`src/rtl/node_controller_ts_if.sv`:
```
// rtl/node_controller_ts_if.sv - packet, node-info and control signal bundle for node_controller_ts
interface node_controller_ts_if #(parameter int WORD_WIDTH = 16);
    logic                  newpkt;
    logic [2:0]            fPacketType;
    logic [WORD_WIDTH-1:0] fHopsFromCH;
    logic [WORD_WIDTH-1:0] fChosenCH;
    logic [WORD_WIDTH-1:0] fTimeslot;
    logic [WORD_WIDTH-1:0] destinationID;
    logic                  channel_clear;
    logic [WORD_WIDTH-1:0] myTimeslot;
    logic [WORD_WIDTH-1:0] myNodeID;
    logic                  role;
    logic                  iHaveData;
    logic [WORD_WIDTH-1:0] chosenCH;
    logic                  en_KCH;
    logic                  en_MNI;
    logic                  en_QTU_FMB;
    logic                  en_neighborTable;
    logic                  en_reward;
    logic                  iAmDestination;
    logic                  okToSend;
    logic                  txTimeout;
    logic                  pktDropped;
    logic                  busy;
    logic [WORD_WIDTH-1:0] slotCount;

    modport master (
        output newpkt, fPacketType, fHopsFromCH, fChosenCH, fTimeslot, destinationID,
               channel_clear, myTimeslot, myNodeID, role, iHaveData, chosenCH,
        input  en_KCH, en_MNI, en_QTU_FMB, en_neighborTable, en_reward,
               iAmDestination, okToSend, txTimeout, pktDropped, busy, slotCount
    );

    modport slave (
        input  newpkt, fPacketType, fHopsFromCH, fChosenCH, fTimeslot, destinationID,
               channel_clear, myTimeslot, myNodeID, role, iHaveData, chosenCH,
        output en_KCH, en_MNI, en_QTU_FMB, en_neighborTable, en_reward,
               iAmDestination, okToSend, txTimeout, pktDropped, busy, slotCount
    );
endinterface

```
`src/rtl/node_controller_ts.sv`:
```
// rtl/node_controller_ts.sv - EER-RL node controller: packet decode, TDMA slot timer, CCA-gated TX
module node_controller_ts #(
    parameter int WORD_WIDTH  = 16,
    parameter int MAX_HOPS    = 4,
    parameter int SLOT_LEN    = 32,
    parameter int NUM_SLOTS   = 16,
    parameter int CCA_TIMEOUT = 64
) (
    input  logic                 clk,
    input  logic                 rst,
    node_controller_ts_if.slave  bus
);
    localparam int W  = WORD_WIDTH;
    localparam int CW = (SLOT_LEN > 1) ? $clog2(SLOT_LEN) : 1;
    localparam int TW = (CCA_TIMEOUT > 1) ? $clog2(CCA_TIMEOUT) : 1;

    localparam logic [2:0] T_HB = 3'd0, T_CHE = 3'd1, T_INV = 3'd2, T_MR = 3'd3,
                           T_CHT = 3'd4, T_DATA = 3'd5, T_SOS = 3'd6;

    typedef enum logic [2:0] {S_IDLE, S_DECODE, S_UPDATE, S_WAIT_CCA, S_SEND} state_t;

    state_t          state_q, state_d;
    logic [CW-1:0]   cyc_q, cyc_d;
    logic [W-1:0]    slot_q, slot_d;
    logic [TW-1:0]   cca_q, cca_d;
    logic            fwd_q, fwd_d;
    logic [2:0]      type_q, type_d;
    logic [W-1:0]    hops_q, hops_d, chosen_q, chosen_d, dest_q, dest_d;
    logic            hops_ok_q, hops_ok_d, ch_match_q, ch_match_d, dest_match_q, dest_match_d;
    logic            en_kch_q, en_kch_d, en_mni_q, en_mni_d, en_qtu_q, en_qtu_d;
    logic            en_nt_q, en_nt_d, en_rew_q, en_rew_d, iam_q, iam_d;
    logic            ok_q, ok_d, tmo_q, tmo_d, drop_q, drop_d, busy_q, busy_d;
    logic            tx_trigger, cca_expired;
    logic            unused_fts;

    // The packet timeslot is consumed by MNI downstream, not by this block.
    assign unused_fts = ^bus.fTimeslot;

    assign tx_trigger  = (bus.iHaveData | fwd_q) && (bus.myTimeslot != '1) &&
                         (slot_q == bus.myTimeslot);
    assign cca_expired = (cca_q == TW'(CCA_TIMEOUT - 1));

    always_ff @(posedge clk or posedge rst) begin
        if (rst) state_q <= S_IDLE;
        else     state_q <= state_d;
    end

    always_comb begin
        state_d = state_q;
        case (state_q)
            S_IDLE:     if (bus.newpkt)       state_d = S_DECODE;
                        else if (tx_trigger)  state_d = S_WAIT_CCA;
            S_DECODE:   state_d = S_UPDATE;
            S_UPDATE:   state_d = (type_q == T_INV && hops_ok_q) ? S_WAIT_CCA : S_IDLE;
            S_WAIT_CCA: if (bus.channel_clear) state_d = S_SEND;
                        else if (cca_expired)  state_d = S_IDLE;
            S_SEND:     state_d = S_IDLE;
            default:    state_d = S_IDLE;
        endcase
    end

    always_comb begin
        en_kch_d = 1'b0; en_mni_d = 1'b0; en_qtu_d = 1'b0; en_nt_d = 1'b0; en_rew_d = 1'b0;
        iam_d    = 1'b0; ok_d     = 1'b0; tmo_d    = 1'b0;
        drop_d   = bus.newpkt && (state_q != S_IDLE);
        busy_d   = (state_d != S_IDLE);
        case (state_q)
            S_UPDATE: begin
                case (type_q)
                    T_HB:   en_nt_d  = 1'b1;
                    T_CHE:  en_mni_d = 1'b1;
                    T_INV:  en_kch_d = hops_ok_q;
                    T_MR:   en_nt_d  = ch_match_q;
                    T_CHT:  begin en_mni_d = dest_match_q; iam_d = dest_match_q; end
                    T_DATA: begin
                        iam_d    = dest_match_q;
                        en_rew_d = dest_match_q;
                        en_qtu_d = dest_match_q;
                    end
                    T_SOS:  begin en_qtu_d = 1'b1; en_rew_d = 1'b1; end
                    default: ;
                endcase
            end
            S_WAIT_CCA: tmo_d = !bus.channel_clear && cca_expired;
            S_SEND:     ok_d  = 1'b1;
            default: ;
        endcase
    end

    always_comb begin
        cyc_d  = cyc_q + CW'(1);
        slot_d = slot_q;
        if (cyc_q == CW'(SLOT_LEN - 1)) begin
            cyc_d  = '0;
            slot_d = (slot_q == W'(NUM_SLOTS - 1)) ? '0 : slot_q + W'(1);
        end
        type_d = type_q; hops_d = hops_q; chosen_d = chosen_q; dest_d = dest_q;
        if (state_q == S_IDLE && bus.newpkt) begin
            type_d   = bus.fPacketType;
            hops_d   = bus.fHopsFromCH;
            chosen_d = bus.fChosenCH;
            dest_d   = bus.destinationID;
        end
        hops_ok_d = hops_ok_q; ch_match_d = ch_match_q; dest_match_d = dest_match_q;
        if (state_q == S_DECODE) begin
            hops_ok_d    = (hops_q < W'(MAX_HOPS));
            ch_match_d   = (chosen_q == bus.chosenCH);
            dest_match_d = (dest_q == bus.myNodeID);
        end
        cca_d = cca_q;
        if (state_q != S_WAIT_CCA && state_d == S_WAIT_CCA) cca_d = '0;
        else if (state_q == S_WAIT_CCA && !bus.channel_clear) cca_d = cca_q + TW'(1);
        // A timed-out forward stays pending so the next frame's slot retries it.
        fwd_d = fwd_q;
        if (state_q == S_UPDATE && type_q == T_DATA && dest_match_q && !bus.role) fwd_d = 1'b1;
        if (state_q == S_SEND) fwd_d = 1'b0;
    end

    always_ff @(posedge clk or posedge rst) begin
        if (rst) begin
            cyc_q <= '0; slot_q <= '0; cca_q <= '0; fwd_q <= 1'b0;
            type_q <= '0; hops_q <= '0; chosen_q <= '0; dest_q <= '0;
            hops_ok_q <= 1'b0; ch_match_q <= 1'b0; dest_match_q <= 1'b0;
            en_kch_q <= 1'b0; en_mni_q <= 1'b0; en_qtu_q <= 1'b0; en_nt_q <= 1'b0;
            en_rew_q <= 1'b0; iam_q <= 1'b0; ok_q <= 1'b0; tmo_q <= 1'b0;
            drop_q <= 1'b0; busy_q <= 1'b0;
        end else begin
            cyc_q <= cyc_d; slot_q <= slot_d; cca_q <= cca_d; fwd_q <= fwd_d;
            type_q <= type_d; hops_q <= hops_d; chosen_q <= chosen_d; dest_q <= dest_d;
            hops_ok_q <= hops_ok_d; ch_match_q <= ch_match_d; dest_match_q <= dest_match_d;
            en_kch_q <= en_kch_d; en_mni_q <= en_mni_d; en_qtu_q <= en_qtu_d; en_nt_q <= en_nt_d;
            en_rew_q <= en_rew_d; iam_q <= iam_d; ok_q <= ok_d; tmo_q <= tmo_d;
            drop_q <= drop_d; busy_q <= busy_d;
        end
    end

    assign bus.en_KCH           = en_kch_q;
    assign bus.en_MNI           = en_mni_q;
    assign bus.en_QTU_FMB       = en_qtu_q;
    assign bus.en_neighborTable = en_nt_q;
    assign bus.en_reward        = en_rew_q;
    assign bus.iAmDestination   = iam_q;
    assign bus.okToSend         = ok_q;
    assign bus.txTimeout        = tmo_q;
    assign bus.pktDropped       = drop_q;
    assign bus.busy             = busy_q;
    assign bus.slotCount        = slot_q;
endmodule
```
`src/flat_wrapper.sv`:
```
// flat-port wrapper written by rule: the top's interface ports become plain ports
module node_controller_ts_flat 
#(
    parameter int WORD_WIDTH  = 16,
    parameter int MAX_HOPS    = 4,
    parameter int SLOT_LEN    = 32,
    parameter int NUM_SLOTS   = 16,
    parameter int CCA_TIMEOUT = 64
)
  (clk, rst, bus_newpkt, bus_fPacketType, bus_fHopsFromCH, bus_fChosenCH, bus_fTimeslot, bus_destinationID, bus_channel_clear, bus_myTimeslot, bus_myNodeID, bus_role, bus_iHaveData, bus_chosenCH, bus_en_KCH, bus_en_MNI, bus_en_QTU_FMB, bus_en_neighborTable, bus_en_reward, bus_iAmDestination, bus_okToSend, bus_txTimeout, bus_pktDropped, bus_busy, bus_slotCount);
  node_controller_ts_if #(.WORD_WIDTH(WORD_WIDTH)) bus_i ();
  input  logic clk;
  input  logic rst;
  input wire logic [$bits(bus_i.newpkt)-1:0] bus_newpkt;
  input wire logic [$bits(bus_i.fPacketType)-1:0] bus_fPacketType;
  input wire logic [$bits(bus_i.fHopsFromCH)-1:0] bus_fHopsFromCH;
  input wire logic [$bits(bus_i.fChosenCH)-1:0] bus_fChosenCH;
  input wire logic [$bits(bus_i.fTimeslot)-1:0] bus_fTimeslot;
  input wire logic [$bits(bus_i.destinationID)-1:0] bus_destinationID;
  input wire logic [$bits(bus_i.channel_clear)-1:0] bus_channel_clear;
  input wire logic [$bits(bus_i.myTimeslot)-1:0] bus_myTimeslot;
  input wire logic [$bits(bus_i.myNodeID)-1:0] bus_myNodeID;
  input wire logic [$bits(bus_i.role)-1:0] bus_role;
  input wire logic [$bits(bus_i.iHaveData)-1:0] bus_iHaveData;
  input wire logic [$bits(bus_i.chosenCH)-1:0] bus_chosenCH;
  output wire logic [$bits(bus_i.en_KCH)-1:0] bus_en_KCH;
  output wire logic [$bits(bus_i.en_MNI)-1:0] bus_en_MNI;
  output wire logic [$bits(bus_i.en_QTU_FMB)-1:0] bus_en_QTU_FMB;
  output wire logic [$bits(bus_i.en_neighborTable)-1:0] bus_en_neighborTable;
  output wire logic [$bits(bus_i.en_reward)-1:0] bus_en_reward;
  output wire logic [$bits(bus_i.iAmDestination)-1:0] bus_iAmDestination;
  output wire logic [$bits(bus_i.okToSend)-1:0] bus_okToSend;
  output wire logic [$bits(bus_i.txTimeout)-1:0] bus_txTimeout;
  output wire logic [$bits(bus_i.pktDropped)-1:0] bus_pktDropped;
  output wire logic [$bits(bus_i.busy)-1:0] bus_busy;
  output wire logic [$bits(bus_i.slotCount)-1:0] bus_slotCount;
  assign bus_i.newpkt = bus_newpkt;
  assign bus_i.fPacketType = bus_fPacketType;
  assign bus_i.fHopsFromCH = bus_fHopsFromCH;
  assign bus_i.fChosenCH = bus_fChosenCH;
  assign bus_i.fTimeslot = bus_fTimeslot;
  assign bus_i.destinationID = bus_destinationID;
  assign bus_i.channel_clear = bus_channel_clear;
  assign bus_i.myTimeslot = bus_myTimeslot;
  assign bus_i.myNodeID = bus_myNodeID;
  assign bus_i.role = bus_role;
  assign bus_i.iHaveData = bus_iHaveData;
  assign bus_i.chosenCH = bus_chosenCH;
  assign bus_en_KCH = bus_i.en_KCH;
  assign bus_en_MNI = bus_i.en_MNI;
  assign bus_en_QTU_FMB = bus_i.en_QTU_FMB;
  assign bus_en_neighborTable = bus_i.en_neighborTable;
  assign bus_en_reward = bus_i.en_reward;
  assign bus_iAmDestination = bus_i.iAmDestination;
  assign bus_okToSend = bus_i.okToSend;
  assign bus_txTimeout = bus_i.txTimeout;
  assign bus_pktDropped = bus_i.pktDropped;
  assign bus_busy = bus_i.busy;
  assign bus_slotCount = bus_i.slotCount;
  node_controller_ts #(.WORD_WIDTH(WORD_WIDTH), .MAX_HOPS(MAX_HOPS), .SLOT_LEN(SLOT_LEN), .NUM_SLOTS(NUM_SLOTS), .CCA_TIMEOUT(CCA_TIMEOUT)) u_core (.clk(clk), .rst(rst), .bus(bus_i));
endmodule
```
`config.mk`:
```
export PLATFORM = sky130hd
export DESIGN_NAME = node_controller_ts_flat
export DESIGN_NICKNAME = d
export VERILOG_FILES = /design/src/rtl/node_controller_ts_if.sv /design/src/rtl/node_controller_ts.sv /design/src/flat_wrapper.sv
export SDC_FILE = /design/constraint.sdc
export NUM_CORES = 1
export LEC_CHECK = 0
export CORE_MARGIN = 4
export CORE_UTILIZATION = 46
export CTS_BUF_LIST = sky130_fd_sc_hd__clkbuf_16
export DETAILED_ROUTE_END_ITERATION = 10
export MAX_ROUTING_LAYER = met4
export PLACE_DENSITY = 0.81
export SYNTH_ARGS = -nofsm -noshare
export SYNTH_HDL_FRONTEND = slang
export SYNTH_SLANG_ARGS = --single-unit
export TNS_END_PERCENT = 10
```
`constraint.sdc`:
```
create_clock -name clk -period 3.2 [get_ports clk]
set_input_delay 0.32 -clock clk [delete_from_list [all_inputs] [get_ports clk]]
set_output_delay 0.32 -clock clk [all_outputs]
set_load 0.05 [all_outputs]
```
# ---- Word-level counts from Yosys, hierarchy flattened
# Index checks and enable logic that the tools add are counted.
dict set report totals {
  reg_bits 94
  input_bits 121
  output_inout_bits 26
  elab_cells 89
}
dict set report classes {
  n_addsub 3
  magnitude_cmp 1
  n_eq_ne 19
  mux 24
  bitwise_logic 1
  reduce_logical 20
}
# op n
set ops {}
lappend ops {{16-bit equality test} 3}
lappend ops {{16-bit by 1-bit adder with 16-bit output (second input constant)} 1}
lappend ops {{16-bit by 4-bit equality test with 1-bit output (second input constant)} 1}
lappend ops {{16-bit by 3-bit less-than comparator with 1-bit output (second input constant)} 1}
lappend ops {{16-bit two-way mux} 1}
lappend ops {{16-bit != test (second input constant)} 1}
lappend ops {{3-bit by 2-bit equality test with 1-bit output (second input constant)} 5}
lappend ops {{3-bit equality test (second input constant)} 4}
lappend ops {{3-bit two-way mux} 4}
lappend ops {{6-bit two-way mux} 2}
lappend ops {{3-bit one-hot mux with 4 select lines} 1}
lappend ops {{1-bit logical AND} 11}
lappend ops {{1-bit two-way mux} 11}
lappend ops {{6-bit by 1-bit adder with 6-bit output (second input constant)} 1}
lappend ops {{3-bit by 1-bit equality test with 1-bit output (second input constant)} 2}
lappend ops {{6-bit equality test (second input constant)} 1}
lappend ops {{3-bit zero test} 2}
lappend ops {{1-bit one-hot mux with 2 select lines} 3}
lappend ops {{3-bit nonzero test} 2}
lappend ops {{5-bit by 1-bit adder with 5-bit output (second input constant)} 1}
lappend ops {{5-bit equality test (second input constant)} 1}
lappend ops {{5-bit two-way mux} 1}
lappend ops {{2-bit nonzero test} 2}
lappend ops {{3-bit by 2-bit != test with 1-bit output (second input constant)} 1}
lappend ops {{4 further kinds} 5}

# ---- Longest topological paths before layout
dict set report depth {
  depth_word 9
  depth_mapped 9
  depth_no_buf 8
}

# ---- Worst setup path before layout
# OpenSTA, ideal clock, no wires.
dict set report synth_path {
  path_kind {register -> register}
  startpoint {register u_core.cyc_q[0]}
  endpoint {register u_core.slot_q[12] (netlist: u_core.bus.slotCount[12])}
  setup_time_ps 145
  arrival_time_ps 1816
  required_time_ps 3055
  setup_slack_ps 1240
  stages_incl_launch_ff 10
  path_buffers 1
  period_less_slack_ps 1960
  path_cell_list {dfrtp_1 -> ha_1 -> and3_1 -> ha_1 -> buf_2 -> nand4_1 -> or2_2 -> nor2_1 -> nand2_1 -> xnor2_1}
}
dict set report synth_between {
  elab_chain_len 1
}
# item line
set synth_rtl {}
lappend synth_rtl {{start, declared} node_controller_ts.sv:23} ;# logic [CW-1:0] cyc_q, cyc_d;
lappend synth_rtl {{start signal, assigned} node_controller_ts.sv:121} ;# cyc_q <= '0; slot_q <= '0; cca_q <= '0; fwd_q <= 1'b0;
lappend synth_rtl {{start signal, assigned} node_controller_ts.sv:128} ;# cyc_q <= cyc_d; slot_q <= slot_d; cca_q <= cca_d; fwd_q <= fwd_d;
lappend synth_rtl {{5-bit equality test} node_controller_ts.sv:93} ;# if (cyc_q == CW'(SLOT_LEN - 1)) begin
lappend synth_rtl {{end signal, assigned} node_controller_ts.sv:121}
lappend synth_rtl {{end signal, assigned} node_controller_ts.sv:128}
lappend synth_rtl {{end, declared} node_controller_ts.sv:24} ;# logic [W-1:0] slot_q, slot_d;
# Every way passes these cells.
# A chain may end at the register's enable or synchronous reset.

# ---- Worst setup path after layout
# Same ends and word-level chain as after synthesis.

==> impl_results.md <==
* Antenna diodes at 0
* Number of buffers created by CTS at 9
* CP bufs+invs at 0
* Vias per cell at 5.11
* Final Cycle Share at 67.3%
* Ys async rst share at 100%
* Worst path top cell family by delay: simple AND/OR/NAND/NOR gates
* Netlist cell types at 43
* Post-CTS Resized at 0
* Global route overflow at 0
* Final min period at 2150 ps
* Pre-CTS setup slack at 876 ps
* Final Worst Setup Slack at 1050 ps
* Reg area at 2300 sq um
* Pwr per Cell Area at 656 nW/um^2
* Synth top area share at 53.1%
* Worst min path class: register to register
* Pre-Repair DR Iteration Count at 4
* Clock Sinks at 92
* Share of cells above drive strength 1 at 13.6%
* Clock Tree Root: clkbuf_16
* Layout area overhead at 39.7%
* Mapped cell area at 4340 sq um
* Syn Area/Cell at 12.3 sq um
* Relative slew slack at 39.3%
* Yosys top cell by area: dfrtp_1
* Clk_lat worst skew at 330 ps
* Syn Nets at 479
* Post-synth EDFFs at 0
* Lkg Pwr at 0.00255 uW
* Total wire length at 9610 um
* Reg2reg start: u_core.cyc_q[0]
* Global-route wire length before repair at 15700 um
* Peak fanout along the critical path at 9
* CP startpoint kind: register
* Nets@finish at 612
* Largest net degree at the start of global routing at 53
* CP Capture Type: register
* Register-to-register setup slack at 1050 ps
* Most common flop cell mapped by yosys: dfrtp_1
* Iteration-0 DRC Markers at 94
* Switching power at 1140 uW
* Peak VDD IR at 459 uV
* Starting Density at 47.2%
* Mapped Cells at 354
* Port buffer count at 128
* Clock power share at 27.3%
* Fill count at 721
* Critical path's slowest cell: or2_2
* # setup viols final at 0
* Detailed placement HPWL at 7400 um
* Sw frac at 28.6%
* Clk_skew at 5.13 ps
* Fin area at 6060 sq um
* Layout Utilization at 65.9%
* Hold Crit Endpoint: u_core.cyc_q[0]
* Synth area leaders: dfrtp_1, xor2_1, mux2_2, mux2_1, nor4_1
* Largest stage delay, worst path at 390 ps
* Final Max Tran Viols at 0
* WHS Path Cells at 1
* R2r worst-path depth at 8
* Hold_sp: u_core.cyc_q[0]
* DRC viols at 0
* Global placement routability congestion at 0.800
* Sequential share of the synthesized area at 53.1%
* Most frequent cell after synthesis: dfrtp_1
* Post-route ant nets at 0
* Worst-Margin Slew at 909 ps
* Cell Rows at 35
* Sequential Power Share at 45.1%
* Placed cell areas at 5750 sq um
* Vias in the first global route at 3173
* End of the worst register-to-register path: u_core.bus.slotCount[12]
* Maximum clock insertion buffer count at 2
* Hold-fix buffers at CTS at 0
* Critical Path Start: u_core.cyc_q[0]
* Number of antenna violations at the first check in global routing at 0
* Crit path kind: register to register
* Die ar. at 11000 sq um
* Cell Int Power at 2840 uW
* Max-cap violations at 0
* Crit path DAT at 2360 ps
* Syn. warnings at 0
* DR WL/cell at 16.0 um
* Comb pwr share at 27.5%
* Setup Buffers After CTS at 0
* Via count at 3074
* Ports at 147
* RSZ-0062 raised after global routing: false
* Final Hold Viols at 0
* Most used cell, CP: ha_1
* Cell Chain, Critical Path: ha_1 -> and3_1 -> ha_1 -> nand4_1 -> or2_2 -> nor2_1 -> nand2_1 -> xnor2_1
* CTS clk-pin slew, worst paths at 60 ps
* Flops & latches, synth at 92
* Die X at 105 um
* Status: finished, final reports clean
* Die Y at 105 um
* GRT Total Usage at 18.3%
* Setup TNS at 0 ps
* Total number of H-tree levels at 3
* CTS tree: yes
* Top post-synthesis cells by count: dfrtp_1, xor2_1, mux2_2
* Worst Path Required at 3400 ps
* Area of the multi-input gates at 1970 sq um
* Fmax at 464 MHz
* CORE AREA at 9200 sq um
[metrics by stage]
| stage | instances | hold WS (ps) | power, uW |
|---|---|---|---|
| floorplan | 354 | 425 | 2560 |
| global placement | 587 | 437 | 2860 |
| detailed placement | 587 | 446 | 2920 |
| CTS | 602 | 454 | 4030 |
| global route | 602 | 474 | 4210 |
| finish | 602 | 453 | 3980 |
[power groups by stage]
stage	Clock (uW)	Sequential [uW]	Combinational, uW
after detailed placement	0	1820	1100
after global placement	0	1790	1070
final	1090	1790	1090
after global routing	1160	1840	1210
after CTS	1120	1800	1110
after floorplan	0	1800	757
[area by class of cell]
cell class              instances  area share [%]
well taps                     111            2.29
multi-input cells             249            32.5
clock inverters                 6            1.34
inverters                       4           0.268
clock buffers                   9            3.72
flip-flops and latches         92            38.0
repair buffers                131            21.9
[sequential cells by signal, summed over array words and instances (netlist names), 3 cells and up]
signal	flops
u_core.cca_q	6
u_core.type_q	3
u_core.state_q	3
u_core.chosen_q	16
u_core.hops_q	14
u_core.cyc_q	5
u_core.bus.slotCount	16
u_core.dest_q	16
[cell families after synthesis]
group,count (synthesis),share of synthesized area [%]
AND/OR/NAND/NOR,105,14.1
flip-flops,92,53.1
XOR/XNOR,69,13.9
multiplexers,52,13.4
AO/OA/AOI/OAI,19,2.68
buffers and inverters,13,1.59
adder cells (fa/ha/maj),4,1.15
[layer usage]
| metal | up-vias | GRT usage (%) | routed length, um |
|---|---|---|---|
| li1 | 1518 | - | - |
| met1 | 1504 | 21.5 | 4030 |
| met2 | 46 | 32.1 | 5230 |
| met3 | 6 | 4.08 | 269 |
| met4 | 0 | 4.22 | 78 |
| met5 | - | - | 0 |
[worst max path at each step]
stage | endpoint | slack, ps | cells past startpoint
finish | u_core.bus.slotCount[12] | 1050 | 8
detailed placement | u_core.cca_q[3] | 880 | 6
global placement | u_core.cca_q[5] | 880 | 6
floorplan | u_core.bus.busy | 490 | 1
CTS | u_core.bus.slotCount[12] | 1020 | 8
global route | u_core.bus.slotCount[12] | 870 | 8
[cell usage in the layout, fill, tap and decap left out, types with 3 or more instances in the layout]
| cell | count |
|---|---|
| a21oi_1 | 8 |
| and3_1 | 4 |
| clkbuf_16 | 9 |
| clkdlybuf4s50_1 | 128 |
| dfrtp_1 | 92 |
| ha_1 | 4 |
| inv_1 | 4 |
| mux2_1 | 10 |
| mux2_2 | 40 |
| nand2_1 | 17 |
| nand3_1 | 11 |
| nand4_1 | 12 |
| nor2_1 | 19 |
| nor3b_1 | 3 |
| nor4_1 | 17 |
| o21ai_0 | 5 |
| xnor2_1 | 12 |
| xor2_1 | 57 |
[worst register-to-register path, stage by stage (launching register included)]
cell	delay, ps
dfrtp_1	360
ha_1	190
and3_1	170
ha_1	350
nand4_1	210
or2_2	390
nor2_1	150
nand2_1	80
xnor2_1	140
Note: power is estimated with default switching activity, not from simulation.
